## config.mk

```make
export PLATFORM = sky130hd
export DESIGN_NAME = cpu64_l2_probe_ctrl
export DESIGN_NICKNAME = d
export VERILOG_FILES = /design/src/rtl/cpu64_l2_pkg.sv /design/src/rtl/cpu64_l2_prio_enc.sv /design/src/rtl/cpu64_l2_probe_ctrl.sv
export SDC_FILE = /design/constraint.sdc
export NUM_CORES = 1
export LEC_CHECK = 0
export CORE_MARGIN = 2
export CORE_UTILIZATION = 37
export DETAILED_ROUTE_END_ITERATION = 6
export PLACE_DENSITY = 0.79
export SLEW_MARGIN = 20
export SYNTH_ARGS = -nofsm -noshare
export SYNTH_HDL_FRONTEND = slang
export SYNTH_SLANG_ARGS = --single-unit
```

## constraint.sdc

```tcl
create_clock -name clk -period 2.56 [get_ports clk]
set_input_delay 0.384 -clock clk [delete_from_list [all_inputs] [get_ports clk]]
set_output_delay 0.384 -clock clk [all_outputs]
set_load 0.005 [all_outputs]
```

## src/rtl/cpu64_l2_pkg.sv

```systemverilog
// Shared L2 definitions: TileLink probe cap encodings and the probe FSM state type.
package cpu64_l2_pkg;

  localparam logic [1:0] CAP_TOT = 2'd0;
  localparam logic [1:0] CAP_TOB = 2'd1;
  localparam logic [1:0] CAP_TON = 2'd2;

  typedef enum logic [1:0] {
    ST_IDLE  = 2'd0,
    ST_ISSUE = 2'd1,
    ST_WAIT  = 2'd2,
    ST_DONE  = 2'd3
  } probe_state_e;

endpackage

```

## src/rtl/cpu64_l2_prio_enc.sv

```systemverilog
// Lowest-set-bit priority encoder; also used by the MSHR allocator.
module cpu64_l2_prio_enc #(
  parameter int N = 4,
  parameter int W = $clog2(N)
) (
  input  logic [N-1:0] i_vec,
  output logic [W-1:0] o_idx,
  output logic         o_found
);

  // NOTE: every output of a combinational block gets a default first, so no path
  // through the block leaves it unassigned and no latch is inferred.
  always_comb begin
    o_idx   = '0;
    o_found = 1'b0;
    // Scan from the top so the lowest set bit is the last one written.
    for (int i = N - 1; i >= 0; i--) begin
      if (i_vec[i]) begin
        o_idx   = W'(i);
        o_found = 1'b1;
      end
    end
  end

endmodule

```

## src/rtl/cpu64_l2_probe_ctrl.sv

```systemverilog
// L2 probe controller: one B-channel Probe per targeted core, collects C-channel
// ProbeAck/ProbeAckData, forwards acks to the MSHR and reports done/dirty.
module cpu64_l2_probe_ctrl
  import cpu64_l2_pkg::*;
#(
  parameter int ADDR_W = 64,
  parameter int CORES  = 4,
  parameter int CORE_W = $clog2(CORES)
) (
  input  logic              clk,
  input  logic              rst,
  input  logic              start_i,
  output logic              start_ready_o,
  input  logic [ADDR_W-1:0] start_addr_i,
  input  logic [CORES-1:0]  start_mask_i,
  input  logic [1:0]        start_param_i,
  output logic              b_valid_o,
  output logic [CORE_W-1:0] b_core_o,
  output logic [ADDR_W-1:0] b_addr_o,
  output logic [1:0]        b_param_o,
  input  logic              b_ready_i,
  input  logic              c_valid_i,
  input  logic [CORE_W-1:0] c_core_i,
  input  logic              c_data_i,
  output logic              c_ready_o,
  output logic              probe_ack_o,
  output logic [CORE_W-1:0] probe_ack_id_o,
  output logic              busy_o,
  output logic              done_o,
  output logic              dirty_o,
  output logic              spurious_o
);

  localparam logic [CORE_W:0] LP_CORES = (CORE_W + 1)'(CORES);

  probe_state_e      r_state, w_state_nxt;
  logic [ADDR_W-1:0] r_addr;
  logic [1:0]        r_param;
  logic [CORES-1:0]  r_to_send, r_to_ack;
  logic              r_dirty, r_ack_pulse, r_spur;
  logic [CORE_W-1:0] r_ack_id;

  logic [CORE_W-1:0] w_lo_idx;
  logic              w_lo_found;
  logic              w_start_acc, w_b_fire, w_c_fire, w_c_in_range, w_c_ok, w_c_spur;
  logic [CORES-1:0]  w_send_clr, w_ack_clr, w_to_send_nxt, w_to_ack_nxt;

  cpu64_l2_prio_enc #(.N(CORES), .W(CORE_W)) u_prio_enc (
    .i_vec   (r_to_send),
    .o_idx   (w_lo_idx),
    .o_found (w_lo_found)
  );

  assign w_start_acc  = start_i && (r_state == ST_IDLE);
  assign w_b_fire     = (r_state == ST_ISSUE) && w_lo_found && b_ready_i;
  assign w_c_fire     = c_valid_i && c_ready_o;
  assign w_c_in_range = ({1'b0, c_core_i} < LP_CORES);
  // An ack only counts for a core whose probe went out in an earlier cycle.
  assign w_c_ok       = w_c_fire && w_c_in_range && r_to_ack[c_core_i] && !r_to_send[c_core_i];
  assign w_c_spur     = w_c_fire && !w_c_ok;

  assign w_send_clr    = w_b_fire ? (CORES'(1) << w_lo_idx) : '0;
  assign w_ack_clr     = w_c_ok   ? (CORES'(1) << c_core_i) : '0;
  assign w_to_send_nxt = r_to_send & ~w_send_clr;
  assign w_to_ack_nxt  = r_to_ack  & ~w_ack_clr;

  // NOTE: sequential state is written only with non-blocking assignments so every
  // register samples its inputs from the same edge regardless of statement order.
  always_ff @(posedge clk or posedge rst) begin
    if (rst) begin
      r_state <= ST_IDLE;
    end else begin
      r_state <= w_state_nxt;
    end
  end

  always_comb begin
    w_state_nxt   = r_state;
    start_ready_o = 1'b0;
    busy_o        = 1'b1;
    b_valid_o     = 1'b0;
    c_ready_o     = 1'b0;
    done_o        = 1'b0;
    unique case (r_state)
      ST_IDLE: begin
        start_ready_o = 1'b1;
        busy_o        = 1'b0;
        if (start_i) begin
          w_state_nxt = (start_mask_i != '0) ? ST_ISSUE : ST_DONE;
        end
      end
      ST_ISSUE: begin
        b_valid_o = 1'b1;
        c_ready_o = 1'b1;
        if (w_to_send_nxt == '0) begin
          w_state_nxt = (w_to_ack_nxt == '0) ? ST_DONE : ST_WAIT;
        end
      end
      ST_WAIT: begin
        c_ready_o = 1'b1;
        if (w_to_ack_nxt == '0) begin
          w_state_nxt = ST_DONE;
        end
      end
      ST_DONE: begin
        done_o      = 1'b1;
        w_state_nxt = ST_IDLE;
      end
      default: w_state_nxt = ST_IDLE;
    endcase
  end

  always_ff @(posedge clk or posedge rst) begin
    if (rst) begin
      r_addr      <= '0;
      r_param     <= '0;
      r_to_send   <= '0;
      r_to_ack    <= '0;
      r_dirty     <= 1'b0;
      r_ack_pulse <= 1'b0;
      r_ack_id    <= '0;
      r_spur      <= 1'b0;
    end else begin
      r_ack_pulse <= w_c_ok;
      r_ack_id    <= w_c_ok ? c_core_i : '0;
      r_spur      <= w_c_spur;
      if (w_start_acc) begin
        r_addr    <= start_addr_i;
        r_param   <= start_param_i;
        r_to_send <= start_mask_i;
        r_to_ack  <= start_mask_i;
        r_dirty   <= 1'b0;
      end else begin
        r_to_send <= w_to_send_nxt;
        r_to_ack  <= w_to_ack_nxt;
        if (w_c_ok && c_data_i) begin
          r_dirty <= 1'b1;
        end
      end
    end
  end

  assign b_core_o       = w_lo_idx;
  assign b_addr_o       = r_addr;
  assign b_param_o      = r_param;
  assign probe_ack_o    = r_ack_pulse;
  assign probe_ack_id_o = r_ack_id;
  assign spurious_o     = r_spur;
  assign dirty_o        = r_dirty;

endmodule

```

## After elaboration in Yosys (flattened, before gate mapping)

Index checks and enable logic that the tools add are counted.

| cells by class | value |
|---|---|
| $lt $le $gt $ge | 1 |
| eq/ne operators | 6 |
| shifts and indexed selects | 2 |
| muxes and demuxes | 30 |
| bitwise logic cells | 4 |
| reductions and logical operators | 17 |

Operators with widths:

| kind | count |
|---|---|
| $mux 2 | 9 |
| $mux 4 | 4 |
| $mux 1 | 14 |
| $and 4x4->4 | 2 |
| $logic_and 1x1->1 | 8 |
| $logic_not 4->1 | 2 |
| $not 4->4 | 2 |
| $pmux 2 s4 | 1 |
| $shl 1x2->4 const A | 2 |
| $bmux 1 s2 | 2 |
| $eq 2x2->1 const B | 2 |
| $ne 2x2->1 const B | 2 |
| $reduce_bool 4->1 | 1 |
| $lt 2x3->1 const B | 1 |
| $reduce_and 3->1 | 1 |
| $eq 2x1->1 const B | 1 |
| $logic_not 1->1 | 2 |
| $logic_not 2->1 | 1 |
| $ne 2x1->1 const B | 1 |
| $reduce_bool 2->1 | 1 |
| $reduce_or 2->1 | 1 |

| word-level totals | value |
|---|---|
| bits in registers | 81 |
| input port bits | 78 |
| output and inout port bits | 78 |
| logic and storage cells | 69 |

## Logic depth before layout (Yosys ltp)

| logic depth | value |
|---|---|
| depth after elaboration | 13 |
| depth in mapped cells | 8 |
| mapped depth without buffers | 7 |

## By module

Synthesis repeated with hierarchy kept, for this count alone.

| unflattened totals | value |
|---|---|
| cell total of the unflattened synthesis | 379 |
| area total of the unflattened synthesis | 3352.0 um2 |

Modules (own cells, without submodules):

| module | instances | cells each | area an instance (um2) | seq. area each (um2) |
|---|---|---|---|---|
| cpu64_l2_probe_ctrl | 1 | 372 | 3316.9 | 2026.9 |
| cpu64_l2_prio_enc | 1 | 7 | 35.0 | 0.0 |

## Worst setup path after synthesis

Ideal clock, no wire load.

| path | value |
|---|---|
| path type | register to register |
| from | register r_state[0] |
| to | register r_state[0] |
| library setup time | 0.126 ns |
| data arrival time | 1.861 ns |
| required time | 2.434 ns |
| slack | 0.573 ns |
| stages on the path, launching flop included | 8 |
| path buffers | 0 |
| clock period less this slack | 1.987 ns |
| path through | dfrtp_1 inv_1 ha_1 nand2_2 o31ai_4 o311ai_1 a21o_1 o32a_1 |

| on the way | value |
|---|---|
| cells in the longest elaborated chain, start to end | 13 |
| elaborated cells on any way between the ends | 26 |
| those cells by class | eq/ne (6); mux (6); bitwise (4); reduce/logical (10) |

Ends and longest elaborated chain:

| item | line | text |
|---|---|---|
| from (decl) | cpu64_l2_probe_ctrl.sv:36 | `probe_state_e r_state, w_state_nxt;` |
| from (signal assigned) | cpu64_l2_probe_ctrl.sv:73 | `r_state <= w_state_nxt;` |
| $eq 2x1->1 / $eq 2x2->1 (equally long branches) | cpu64_l2_probe_ctrl.sv:84 | `unique case (r_state)` |
| $reduce_or 2->1 (no line) (*) | n/a |  |
| $mux 1 (*) | cpu64_l2_probe_ctrl.sv:84 |  |
| via c_ready_o | cpu64_l2_probe_ctrl.sv:25 | `output logic c_ready_o,` |
| $logic_and 1x1->1 (*) | cpu64_l2_probe_ctrl.sv:56 | `assign w_c_fire = c_valid_i && c_ready_o;` |
| $logic_and 1x1->1 (*) (2 in a row) | cpu64_l2_probe_ctrl.sv:59 | `assign w_c_ok = w_c_fire && w_c_in_range && r_to_ack[c_core_i] && !r_to_send[c_core_i];` |
| $mux 4 (*) | cpu64_l2_probe_ctrl.sv:63 | `assign w_ack_clr = w_c_ok ? (CORES'(1) << c_core_i) : '0;` |
| $not 4->4 (*) | cpu64_l2_probe_ctrl.sv:65 | `assign w_to_ack_nxt = r_to_ack & ~w_ack_clr;` |
| $and 4x4->4 (*) | cpu64_l2_probe_ctrl.sv:65 |  |
| $logic_not 4->1 (*) | cpu64_l2_probe_ctrl.sv:96, cpu64_l2_probe_ctrl.sv:101 |  |
| $mux 1 | cpu64_l2_probe_ctrl.sv:96 | `w_state_nxt = (w_to_ack_nxt == '0) ? ST_DONE : ST_WAIT;` |
| $mux 2 | cpu64_l2_probe_ctrl.sv:95 | `if (w_to_send_nxt == '0) begin` |
| $pmux 2 s4 | cpu64_l2_probe_ctrl.sv:84 |  |

The timed path passes the listed nets; every way through them passes the cells marked *. The select of a mux whose other input is x is not followed.
A chain may end at the register's enable or synchronous reset.

## Final worst setup path

| path | value |
|---|---|
| from | register r_state[0] |
| to | register r_state[0] |

| on the way | value |
|---|---|
| cells in the longest elaborated chain, start to end | 13 |
| elaborated cells on any way between the ends | 26 |
| those cells by class | eq/ne (6); mux (6); bitwise (4); reduce/logical (10) |

Ends and longest elaborated chain:

| item | line |
|---|---|
| $eq 2x1->1 / $eq 2x2->1 (equally long branches) | cpu64_l2_probe_ctrl.sv:55, cpu64_l2_probe_ctrl.sv:84 |
| $reduce_or 2->1 (no line) | n/a |
| $mux 1 | cpu64_l2_probe_ctrl.sv:84 |
| $logic_and 1x1->1 | cpu64_l2_probe_ctrl.sv:56 |
| $logic_and 1x1->1 (2 in a row) | cpu64_l2_probe_ctrl.sv:59 |
| $mux 4 | cpu64_l2_probe_ctrl.sv:63 |
| $not 4->4 | cpu64_l2_probe_ctrl.sv:65 |
| $and 4x4->4 | cpu64_l2_probe_ctrl.sv:65 |
| $logic_not 4->1 | cpu64_l2_probe_ctrl.sv:96, cpu64_l2_probe_ctrl.sv:101 |
| $mux 1 | cpu64_l2_probe_ctrl.sv:96 |
| $mux 2 | cpu64_l2_probe_ctrl.sv:95 |
| $pmux 2 s4 | cpu64_l2_probe_ctrl.sv:84 |

Several ways; a longest one is shown, not always the timed one. The select of a mux whose other input is x is not followed.

==> out/qor.yml <==
floorplan:
  fp.dieW_um: 98.8
  dieArea_um2: 9760
  die_h_um: 98.8
  start_util_pct: 38.1
  coreArea_um2: 8720
  rows: 34
  ioPinCount: 156
finish:
  drive_above_1_share_pct: 4.72
  nFillCells: 754
  area_growth_pct: 57.6
  layout.nets: 607
  diodes: 0
sta:
  fin_skew_ns: 0.0137
  slew_headroom_pct: 51.6
  worst_slew_pin_slew_ns: 0.724
  period_share_pct: 88.2
  rsz0062_at_grt: "no"
  hold_viol_final: 0
  min_period_ns: 2.26
  setup_ws_ns: 0.303
  tns_ns: 0
  setup_violations: 0
  slew_viol_final: 0
  fmax_mhz: 443
synthesis:
  yosysTopAreaCellShare_pct: 60.9
  ys_ff_latch: 81
  synth_area_um2: 3330
  synthFlopType: "dfrtp_1"
  postSynthCellCount: 372
  yosysMostFrequentCell: "nand2_1"
  avgSynthCellArea_um2: 8.94
  yosysTopAreaCell: "dfrtp_1"
  ys_top_cells_by_count: "nand2_1, dfrtp_1, clkbuf_1, inv_1, nor2_1"
  postSynthNetCount: 454
  postSynth.asyncResetShare_pct: 100
  yosys-top-cells-area: "dfrtp_1, nand2_1, clkbuf_1"
  ys_warn_count: 0
  synth-edff-count: 0
  ys_seq_area_share_pct: 60.9
  ys_types: 36
setup_path:
  critPathCaptureType: "flop"
  arrival_ns: 2.47
  cp_cell_sequence: "inv_1, ha_1, nand2b_1, nor4_1, o311ai_1, nor2_1, o32a_1"
  crit_type: "flop to flop"
  cp_max_fo: 7
  slowest_delay_ns: 0.55
  startpoint_type: "flop"
  slowest_stage: "o311ai_1"
  crit_family: "compound AO/OA/AOI/OAI gates"
  worstPathRequired_ns: 2.77
  crit_buf_inv: 1
clock_network:
  clk_pin_slew_ns: 0.09
  postCtsHoldBufs: 0
  cts_resized: 0
  h-tree-depth: 3
  cts_root_buffer: "clkbuf_8"
  numCtsBuffers: 9
  clock_latency_ns: 0.34
  post-cts-setup-buffer-count: 0
  cts_tree: "yes"
  max-clock-path-buffers: 2
  clkSinkCount: 81
placement:
  dpl.hpwl_um: 6280
  pre_cts_slack_ns: 0.224
  gp_congestion: 0.931
  io_buffers: 155
grt:
  grt-busiest-layer: "met2"
  grt_pass1_wl_um: 14700
  antenna_found_initial: 0
  grt_util_met1_pct: 23.4
  grt_pass1_vias: 3116
  use_met2_pct: 30.0
  grt_start_max_net_pins: 72
  gr-usage-met3_pct: 5.18
  grt_usage_pct: 18.5
  overflow: 0
drt:
  antenna_left: 0
  wire_per_inst_um: 13.7
  first_pass_iters: 4
  drc: 0
  via_count: 3016
  totalWireLength_um: 8750
  drt_iter0_drc: 112
  avgViaCountPerCell: 4.73
power_and_ir_drop:
  p_leak_nw: 2.53
  ir_drop_uv: 465
  power.density_nw_per_um2: 1120
flow_run:
  max_cap_viol_count: 0
min_path:
  hold_class: "input pin to asynchronous set/reset pin"
run_status:
  outcome: "complete, no violations"
[through the flow]
step                instances  hold WS [ns]  total power [W]  util (%)  cell area, um2
floorplan                 372         0.470          0.00326         -            3330
global placement          622         0.456          0.00472      57.3            5000
detailed placement        622         0.461          0.00481      57.3            5000
CTS                       638         0.248          0.00598      60.1            5240
global route              638         0.260          0.00634      60.1            5240
finish                    638         0.265          0.00589      60.1            5240
[cell families after synthesis]
group | Yosys count | share of synthesized area, %
buffers and inverters | 28 | 3.69
adder cells (fa/ha/maj) | 5 | 1.81
flip-flops | 81 | 60.9
AO/OA/AOI/OAI | 25 | 6.32
AND/OR/NAND/NOR | 233 | 27.2
[placed cells by master (no fill, tap or decap), types with 2 or more instances in the layout]
cell type,count
nor2_1,7
clkbuf_1,2
bufinv_16,3
nor4_1,3
o21ai_0,2
nand2_2,2
nand2_1,213
clkbuf_8,10
nand2b_1,3
inv_1,10
a21oi_1,3
o311ai_0,3
dfrtp_1,81
ha_1,4
a211oi_1,2
buf_4,2
clkdlybuf4s50_1,155
buf_12,2
[registers in the layout (all words and copies together) (netlist names)]
register / count
r_to_send: 4
probe_ack_id_o: 2
probe_ack_o: 1
r_state: 2
b_addr_o: 64
r_to_ack: 4
b_param_o: 2
dirty_o: 1
spurious_o: 1
[layer usage]
layer  vias to the layer above  routed length, um
met5                         -                  0
met4                         0                208
met3                        21                632
met2                       113               4200
met1                      1413               3700
li1                       1469                  -
[worst paths after layout]
path                       slack [ns]         start            to  depth (start not counted)
max                              0.30    r_state[0]    r_state[0]                          7
min                              0.26           rst  b_addr_o[56]                          2
max reg2reg                      0.30    r_state[0]    r_state[0]                          7
min reg2reg                      0.48  b_addr_o[37]  b_addr_o[37]                          2
max in group asynchronous        1.68           rst  b_addr_o[35]                          3
min in group clk                 0.48  b_addr_o[37]  b_addr_o[37]                          2
[layout make-up]
type,instances,area (um2),area share [%]
sequential,81,2030,38.7
timing repair buffer,159,1610,30.7
clock inverter,4,98.8,1.89
multi-input combinational,263,1190,22.6
clock buffer,12,145,2.77
inverter,11,42.5,0.812
tap,108,135,2.58
[worst register-to-register path: stages, from the launching register on]
cell	delay (ns)
dfrtp_1	0.43
inv_1	0.09
ha_1	0.41
nand2b_1	0.18
nor4_1	0.07
o311ai_1	0.55
nor2_1	0.09
o32a_1	0.34
[where the power goes]
part | internal [W] | switching, W
combinational | 0.00147 | 0.00108
sequential | 0.00185 | 0.000363
clock | 0.000680 | 0.000445
Note: power is estimated with default switching activity, not from simulation.
